### src/rtl/crc9_pkg.sv
// Shared constants, state type and bit-serial CRC-9 fold used by the
// crc9_128 encoder/decoder pair.
package crc9_pkg;

  localparam int DATA_W  = 128;
  localparam int CRC_W   = 9;
  localparam int CODE_W  = DATA_W + CRC_W;
  localparam int MAX_BPC = 32;

  // Coefficients x^8..x^0; the x^9 term is implicit.
  localparam logic [CRC_W-1:0] POLY_DEFAULT = 9'h119;

  typedef enum logic [1:0] {
    ST_IDLE,
    ST_CALC,
    ST_DONE
  } enc_state_e;

  // Folds the low n bits of 'bits' into crc, bits[n-1] first.
  function automatic logic [CRC_W-1:0] crc9_step(
    input logic [CRC_W-1:0]   crc,
    input logic [MAX_BPC-1:0] bits,
    input int                 n,
    input logic [CRC_W-1:0]   poly = POLY_DEFAULT
  );
    logic [CRC_W-1:0] c;
    logic             fb;
    c = crc;
    for (int i = MAX_BPC - 1; i >= 0; i--) begin
      if (i < n) begin
        fb = bits[i] ^ c[CRC_W-1];
        c  = {c[CRC_W-2:0], 1'b0} ^ (fb ? poly : '0);
      end
    end
    return c;
  endfunction

endpackage

### src/rtl/crc9_nbit_step.sv
// Combinational BPC-bit CRC-9 fold: chunk[BPC-1] is the first bit shifted in.
module crc9_nbit_step
  import crc9_pkg::*;
#(
  parameter logic [CRC_W-1:0] POLY = POLY_DEFAULT,
  parameter int               BPC  = 8
) (
  input  logic [CRC_W-1:0] crc_in,
  input  logic [BPC-1:0]   chunk,
  output logic [CRC_W-1:0] crc_out
);

  logic [MAX_BPC-1:0] bits;

  always_comb begin
    bits             = '0;
    bits[BPC-1:0]    = chunk;
    crc_out          = crc9_step(crc_in, bits, BPC, POLY);
  end

endmodule

### src/rtl/crc9_128_enc.sv
// Multi-cycle CRC-9 encoder: accepts a 128-bit word, folds BPC bits per cycle
// and presents the 137-bit systematic codeword {data, crc}.
module crc9_128_enc
  import crc9_pkg::*;
#(
  parameter logic [CRC_W-1:0] POLY = POLY_DEFAULT,
  parameter int               BPC  = 8
) (
  input  logic                clk,
  input  logic                reset_n,
  input  logic                enable,
  input  logic                i_valid,
  output logic                o_ready,
  input  logic [0:DATA_W-1]   i_data,
  output logic [0:CODE_W-1]   o_code,
  output logic                o_valid,
  input  logic                i_ready
);

  localparam int NCH   = DATA_W / BPC;
  localparam int CNT_W = (NCH > 1) ? $clog2(NCH) : 1;

  enc_state_e         state_q, state_d;
  logic [CNT_W-1:0]   cnt_q,   cnt_d;
  logic [0:DATA_W-1]  data_q,  data_d;
  logic [CRC_W-1:0]   crc_q,   crc_d;
  logic [0:CODE_W-1]  code_q,  code_d;
  logic               valid_q, valid_d;

  logic [0:DATA_W-1]  data_sh;
  logic [BPC-1:0]     chunk;
  logic [CRC_W-1:0]   crc_next;

  // Left shift moves chunk cnt to indices [0:BPC-1]; index 0 is the MSB.
  assign data_sh = data_q << (int'(cnt_q) * BPC);
  assign chunk   = data_sh[0:BPC-1];

  crc9_nbit_step #(
    .POLY (POLY),
    .BPC  (BPC)
  ) u_step (
    .crc_in  (crc_q),
    .chunk   (chunk),
    .crc_out (crc_next)
  );

  always_comb begin
    // NOTE: every signal gets a default first so no path leaves it unassigned (no latches).
    state_d = state_q;
    cnt_d   = cnt_q;
    data_d  = data_q;
    crc_d   = crc_q;
    code_d  = code_q;
    valid_d = valid_q;
    if (enable) begin
      unique case (state_q)
        ST_IDLE: begin
          if (i_valid) begin
            data_d  = i_data;
            crc_d   = '0;
            cnt_d   = '0;
            state_d = ST_CALC;
          end
        end
        ST_CALC: begin
          crc_d = crc_next;
          if (cnt_q == CNT_W'(NCH - 1)) begin
            code_d  = {data_q, crc_next};
            valid_d = 1'b1;
            state_d = ST_DONE;
          end else begin
            cnt_d = cnt_q + CNT_W'(1);
          end
        end
        ST_DONE: begin
          if (i_ready) begin
            valid_d = 1'b0;
            state_d = ST_IDLE;
          end
        end
        default: state_d = ST_IDLE;
      endcase
    end
  end

  // NOTE: the data and code registers are reset too, so a reset leaves no stale word visible.
  always_ff @(posedge clk or negedge reset_n) begin
    if (!reset_n) begin
      state_q <= ST_IDLE;
      cnt_q   <= '0;
      data_q  <= '0;
      crc_q   <= '0;
      code_q  <= '0;
      valid_q <= 1'b0;
    end else begin
      // NOTE: non-blocking so every flop samples the pre-edge value of the others.
      state_q <= state_d;
      cnt_q   <= cnt_d;
      data_q  <= data_d;
      crc_q   <= crc_d;
      code_q  <= code_d;
      valid_q <= valid_d;
    end
  end

  assign o_ready = (state_q == ST_IDLE);
  assign o_valid = valid_q;
  assign o_code  = code_q;

endmodule

### config.mk
export PLATFORM = sky130hd
export DESIGN_NAME = crc9_128_enc
export DESIGN_NICKNAME = d
export VERILOG_FILES = /design/src/rtl/crc9_pkg.sv /design/src/rtl/crc9_nbit_step.sv /design/src/rtl/crc9_128_enc.sv
export SDC_FILE = /design/constraint.sdc
export NUM_CORES = 1
export LEC_CHECK = 0
export CAP_MARGIN = 30
export CELL_PAD_IN_SITES_DETAIL_PLACEMENT = 1
export CELL_PAD_IN_SITES_GLOBAL_PLACEMENT = 2
export CORE_MARGIN = 3
export CORE_UTILIZATION = 34
export CTS_BUF_LIST = sky130_fd_sc_hd__clkbuf_2
export CTS_CLUSTER_DIAMETER = 150
export CTS_CLUSTER_SIZE = 20
export DETAILED_ROUTE_END_ITERATION = 10
export PLACE_DENSITY_LB_ADDON = 0.1
export SYNTH_ARGS = -nofsm -noshare
export SYNTH_HDL_FRONTEND = slang
export SYNTH_HIERARCHICAL = 1
export SYNTH_SLANG_ARGS = --single-unit
### constraint.sdc
create_clock -name clk -period 2.9 [get_ports clk]
set_clock_uncertainty 0.2 [all_clocks]
set_input_delay 0.29 -clock clk [delete_from_list [all_inputs] [get_ports clk]]
set_output_delay 0.29 -clock clk [all_outputs]
set_load 0.02 [all_outputs]
* Word-level counts from Yosys, hierarchy flattened
Cells that the tools add are included.
** Cells by class
- Bitwise logic cells :: 16
- Shift-type cells :: 1
- Add/subtract/negate cells :: 1
- Eq/ne operators :: 7
- Muxes and demuxes :: 20
- Reduce and logical (&&, ||, !) cells :: 9
** Operators with widths (count)
- 128-bit by 7-bit left shift with 128-bit output :: 1
- 9-bit two-way mux :: 9
- 9-bit bitwise XOR :: 8
- 9-bit one-hot mux with 2 select lines :: 1
- 4-bit AND reduction :: 3
- 3-bit AND reduction :: 3
- 4-bit two-way mux :: 2
- 2-bit inequality test (second input constant) :: 4
- 4-bit one-hot mux with 2 select lines :: 1
- 1-bit bitwise XOR :: 8
- 2-bit two-way mux :: 3
- 2-bit one-hot mux with 3 select lines :: 1
- 4-bit by 1-bit adder with 4-bit output (second input constant) :: 1
- 4-bit == test (second input constant) :: 1
- 2-bit nonzero test :: 2
- 2-bit by 1-bit == test with 1-bit output (second input constant) :: 1
- 2-bit == test (second input constant) :: 1
- 2-bit zero test :: 1
- 1-bit two-way mux :: 2
- 1-bit one-hot mux with 2 select lines :: 1
** Word-level totals
- Logic and storage cells :: 60
- Output and inout bits :: 139
- Flip-flop bits (word level) :: 281

* Depth between registers and ports, before layout
- Word-level depth :: 26
- Gate-level depth with buffers :: 11
- Depth with buffers taken out :: 8

* Hierarchy
The synthesis kept the hierarchy.
** By module, submodules not included
- crc9_128_enc :: area an instance 12204.2 um^2, cells each 711, seq. area each 7031.7 um^2, times used 1
- crc9_nbit_step :: area an instance 282.8 um^2, cells each 24, seq. area each 0.0 um^2, times used 1

* Worst setup path after synthesis
Ideal clock, no wire load.
- Kind :: reg-to-reg
- Start :: register cnt_q[0]
- End :: register code_q, in the netlist o_code[135]
- Required time :: 2.573 ns
- Setup slack :: -0.155 ns
- Buffers on the path :: 1
- Library setup time :: 0.127 ns
- Arrival :: 2.728 ns
- Stages on the path, launching flop included :: 8
- Clock period less this slack :: 3.055 ns
- Cell sequence :: dfrtp_1 > buf_2 > mux4_2 > a221o_1 > xnor2_2 > xnor3_1 > xnor2_1 > mux2_1
** On the way
- Elaborated cells on any way between the ends :: 25
- Those cells by class :: eq/ne: 1; shift: 1; mux: 7; bitwise: 15; reduce/logical: 1
** RTL lines
- start, declared :: line crc9_128_enc.sv:24 : logic [CNT_W-1:0] cnt_q, cnt_d;
- start signal, assigned :: line crc9_128_enc.sv:98 : cnt_q <= cnt_d;
- 128-bit by 7-bit left shift with 128-bit output :: line crc9_128_enc.sv:35 : assign data_sh = data_q << (int'(cnt_q) * BPC);
- named net data_sh (one bit) :: line crc9_128_enc.sv:30 : logic [0:DATA_W-1] data_sh;
- 1-bit bitwise XOR :: line crc9_pkg.sv:31 : fb = bits[i] ^ c[CRC_W-1];
- 9-bit two-way mux :: line crc9_pkg.sv:32 : c = {c[CRC_W-2:0], 1'b0} ^ (fb ? poly : '0);
- 9-bit bitwise XOR :: line crc9_pkg.sv:32
- 1-bit bitwise XOR :: line crc9_pkg.sv:31
- 9-bit two-way mux :: line crc9_pkg.sv:32
- 9-bit bitwise XOR :: line crc9_pkg.sv:32
- 1-bit bitwise XOR :: line crc9_pkg.sv:31
- 9-bit two-way mux :: line crc9_pkg.sv:32
- 9-bit bitwise XOR (2 in a row) :: line crc9_pkg.sv:32
- named net crc_next[1] :: line crc9_128_enc.sv:32 : logic [CRC_W-1:0] crc_next;
- end signal, assigned :: line crc9_128_enc.sv:101 : code_q <= code_d;
- end, declared :: line crc9_128_enc.sv:27 : logic [0:CODE_W-1] code_q, code_d;
The timed path passes the listed nets, and every way through them passes these cells.
A chain may end at the register's enable or synchronous reset.

* Final worst setup path
- Start :: register cnt_q[2]
- End :: register code_q, in the netlist o_code[134]
** On the way
- Elaborated cells on any way between the ends :: 23
- Those cells by class :: eq/ne: 1; shift: 1; mux: 6; bitwise: 14; reduce/logical: 1
** RTL lines (line)
- 128-bit by 7-bit left shift with 128-bit output :: crc9_128_enc.sv:35
- named net data_sh (one bit) :: crc9_128_enc.sv:30
- 1-bit bitwise XOR :: crc9_pkg.sv:31
- 9-bit two-way mux :: crc9_pkg.sv:32
- 9-bit bitwise XOR :: crc9_pkg.sv:32
- 1-bit bitwise XOR :: crc9_pkg.sv:31
- 9-bit two-way mux :: crc9_pkg.sv:32
- 9-bit bitwise XOR (3 in a row) :: crc9_pkg.sv:32
- named net crc_next[2] :: crc9_128_enc.sv:32
The timed path passes the listed nets, and every way through them passes these cells.

==> results.cfg <==
[synth]
synth.distinct_cells = 40
syn_nets = 869
synth-main-ff-cell = dfrtp_1
synth_warnings = 6
synthArstFlopShare_pct = 100.0
ys_seq_elements = 281
synth_edf_count = 0
ys_top_cells_by_area = dfrtp_1, mux2_4, mux2_1
synth_area_per_cell_um2 = 16.99
post-synth-top-area-cell = dfrtp_1
ys_seq_area_share_pct = 56.31
synth.top_cell.area_share_pct = 56.31
synth_area_um2 = 12490
netlist_instances = 735

[setup_path]
r2r_setup_slack_ps = -250
slowest_stage = dfrtp_4
path_buf_inv = 3
critPathTopFamily = XOR/XNOR gates
crit_arrival_ps = 3790
reg2reg_depth = 9
cp_cell_sequence = buf_8, buf_12, buf_6, mux4_2, a221o_1, xnor2_2, xnor3_2, xnor2_2, mux2_4
crit_fanout = 7
end_kind = flip-flop
crit-reg2reg-launch = cnt_q[2]
critPathLaunchType = flip-flop
critPathMaxStageDelay_ps = 600
required_ps = 3540
worstSetupPathType = flip-flop to flip-flop
r2r-end = o_code[134]
crit_top_cell = xnor2_2

[clocking]
clock_path_buffers = 3
cts_tree = yes
cts.clk_slew.worst_paths_ps = 400
cts_sinks = 281
cts-root-buf = clkbuf_2
numCtsBuffers = 18
clkLatencyLatePin_ps = 880
htreeDepth = 1

[sta]
slew_violations = 0
max_slew_margin_pct = 68.99
grt_setup_unrepaired = yes
setup_viol = 13
worst_hold_slack_ps = 120.1
fin_ws_ps = -252.4
period_minus_slack_ps = 3152
setup_tns_ps = -2061
tightestPinTransition_ps = 465.1
fin_crit_sh_pct = 108.7
hold_viol_final = 0
timing.fmax_mhz = 317.2

[detailed_routing]
num_vias = 7920
wl_um = 38280
drtIter0Drc = 270
ant_nets = 0
drc_errors = 0
vias_per_cell = 4.760
drt-pass1-iter-count = 4
routedWlPerCell_um = 23.01

[layout]
fillers = 3531
drive_above_1_share_pct = 25.06
fin_nets = 1332
utilization_pct = 49.95
syn2layout_area_growth_pct = 43.67
multiInputGateArea_um2 = 5177
fin_cells = 1664
ff_latch_area_um2 = 7041

[floorplan]
ios = 272
rows = 69
fp.dieArea_um2 = 39060
initial_core_util_pct = 34.77
fp.dieH_um = 197.6
die_x_um = 197.6
core_um2 = 35910

[global_route]
grt_max_degree = 55
grt_overflow_total = 0
track_usage_pct = 19.15
antenna_found_initial = 2
grt_first_pass_wirelength_um = 57120
grt_pass1_vias = 8940

[hold_path]
worstHoldPathCells = 3
hp-start = i_valid
worst_hold_path_type = input pin to flip-flop
min_to = cnt_q[2]

[power_and_ir_drop]
power.share.combinational_pct = 55.4
switching_share_pct = 37.03
leakage_nw = 8.029
internal_power_mw = 11.61
p_per_area_nw_per_um2 = 1027
power_switching_mw = 6.824
seq_power_share_pct = 36.6
ir_worst_vdd_mv = 0.8142
clkPwrFrac_pct = 7.9

[placement]
portBuffers = 271
dp_hpwl_um = 27640
placed_cells = 1485
gp_congestion = 0.7900

[outcome]
status = complete, but fails checks
failed_checks = setup timing

[job]
drv_cap = 0
==> stage by stage <==
stage / setup WS [ps] / cell area, um^2 / power, mW
after CTS: -168.2 / 17670 / 17.79
after global routing: -289.1 / 17940 / 19.50
final: -252.4 / 17940 / 18.43
after floorplan: 1.495 / 12530 / 11.83
after detailed placement: -273.4 / 16040 / 15.56
after global placement: -191.2 / 16040 / 15.39
==> layout make-up <==
class                      instances  area share [%]
antenna                            2         0.02790
clock inverter                     1          0.1116
sequential                       281           39.25
inverter                           3         0.06277
tap                              461           3.215
multi-input combinational        407           28.86
clock buffer                      22          0.6138
timing repair buffer             487           27.86
==> flip-flops by register name (all words and copies together), names as in the netlist <==
signal and cells:
o_code 137, data_q 128, state_q 2, crc_q 9
o_valid 1, cnt_q 4
==> tightest hold or removal path: cells and delay by family <==
family / cells / cell delay [ps]
buffers and inverters: 1 / 520
AO/OA/AOI/OAI: 2 / 430
==> power by group through the flow <==
| stage | sequential, mW | clock [mW] | combinational (mW) |
|---|---|---|---|
| 3_3_place_gp | 6.90 | 0 | 8.49 |
| 6_report | 6.75 | 1.46 | 10.2 |
| 4_1_cts | 6.82 | 1.57 | 9.40 |
| 5_1_grt | 6.97 | 1.70 | 10.8 |
| 3_5_place_dp | 6.88 | 0 | 8.68 |
| 2_1_floorplan | 6.84 | 0 | 4.99 |
==> logic make-up after synthesis <==
kind of cell	after synthesis	synth area share, %
mux	299	32.96
flops	281	56.31
buf+inv	47	4.048
simple gates	42	1.874
compound gates	41	2.445
xor+xnor	24	2.265
fa+ha+maj	1	0.1002
==> placed cells by master, fill, tap and decap left out, types with 3 or more instances in the layout <==
| cell type | instances |
|---|---|
| clkbuf_2 | 22 |
| buf_4 | 52 |
| nand2b_1 | 4 |
| xnor2_2 | 12 |
| mux2_1 | 138 |
| nor2_1 | 6 |
| o21ai_1 | 4 |
| o22ai_1 | 3 |
| buf_12 | 22 |
| buf_6 | 5 |
| mux2_4 | 128 |
| mux4_2 | 27 |
| dfrtp_2 | 4 |
| o22ai_2 | 4 |
| a22o_1 | 10 |
| nand3_1 | 6 |
| inv_1 | 3 |
| mux2_2 | 4 |
| xnor2_1 | 3 |
| dfrtp_1 | 276 |
| a221o_1 | 5 |
| dlygate4sd3_1 | 135 |
| clkdlybuf4s50_1 | 270 |
| nand2_1 | 5 |
| nor2b_1 | 8 |
| a211oi_2 | 3 |
| nor3b_1 | 3 |
==> worst max-delay path by stage <==
stage	cells after the start	start	to	slack, ps
floorplan	9	cnt_q[2]	o_code[133]	1
global placement	8	cnt_q[1]	o_code[133]	-190
detailed placement	9	cnt_q[1]	o_code[136]	-270
CTS	9	cnt_q[1]	o_code[136]	-170
global route	10	cnt_q[2]	o_code[134]	-290
finish	9	cnt_q[2]	o_code[134]	-250
==> metal layers <==
layer	vias up	track usage, %	wire length (um)
met2	152	31.30	18360
met1	4158	26.76	17590
met5	-	0	0
li1	3581	-	-
met3	29	3.752	1677
met4	0	3.958	660
==> what timing repair did <==
| action | CTS | global route |
|---|---|---|
| resized for setup | 17 | 30 |
| setup endpoints to repair | 15 | 17 |
| buffers inserted | 5 | 16 |
| hold endpoints to repair | 412 | 0 |
| hold buffers | 136 | 0 |
| pin swaps | 6 | 23 |
==> synth_stat cells (3+ instances only) <==
cell,count
buf_12,11
buf_2,6
xnor3_1,3
o22ai_1,7
o21ai_1,4
a221o_1,5
buf_6,14
a22oi_1,3
clkbuf_1,5
nand3_1,8
a22o_1,10
inv_1,3
mux2_4,119
xnor2_1,16
a211oi_1,5
mux2_2,5
mux2_1,146
buf_4,7
nand2b_1,4
nor2_1,6
dfrtp_1,281
nor2b_1,8
nand2_1,6
mux4_2,27
nor3b_1,5
No activity file was read; power rests on OpenSTA's default activity.
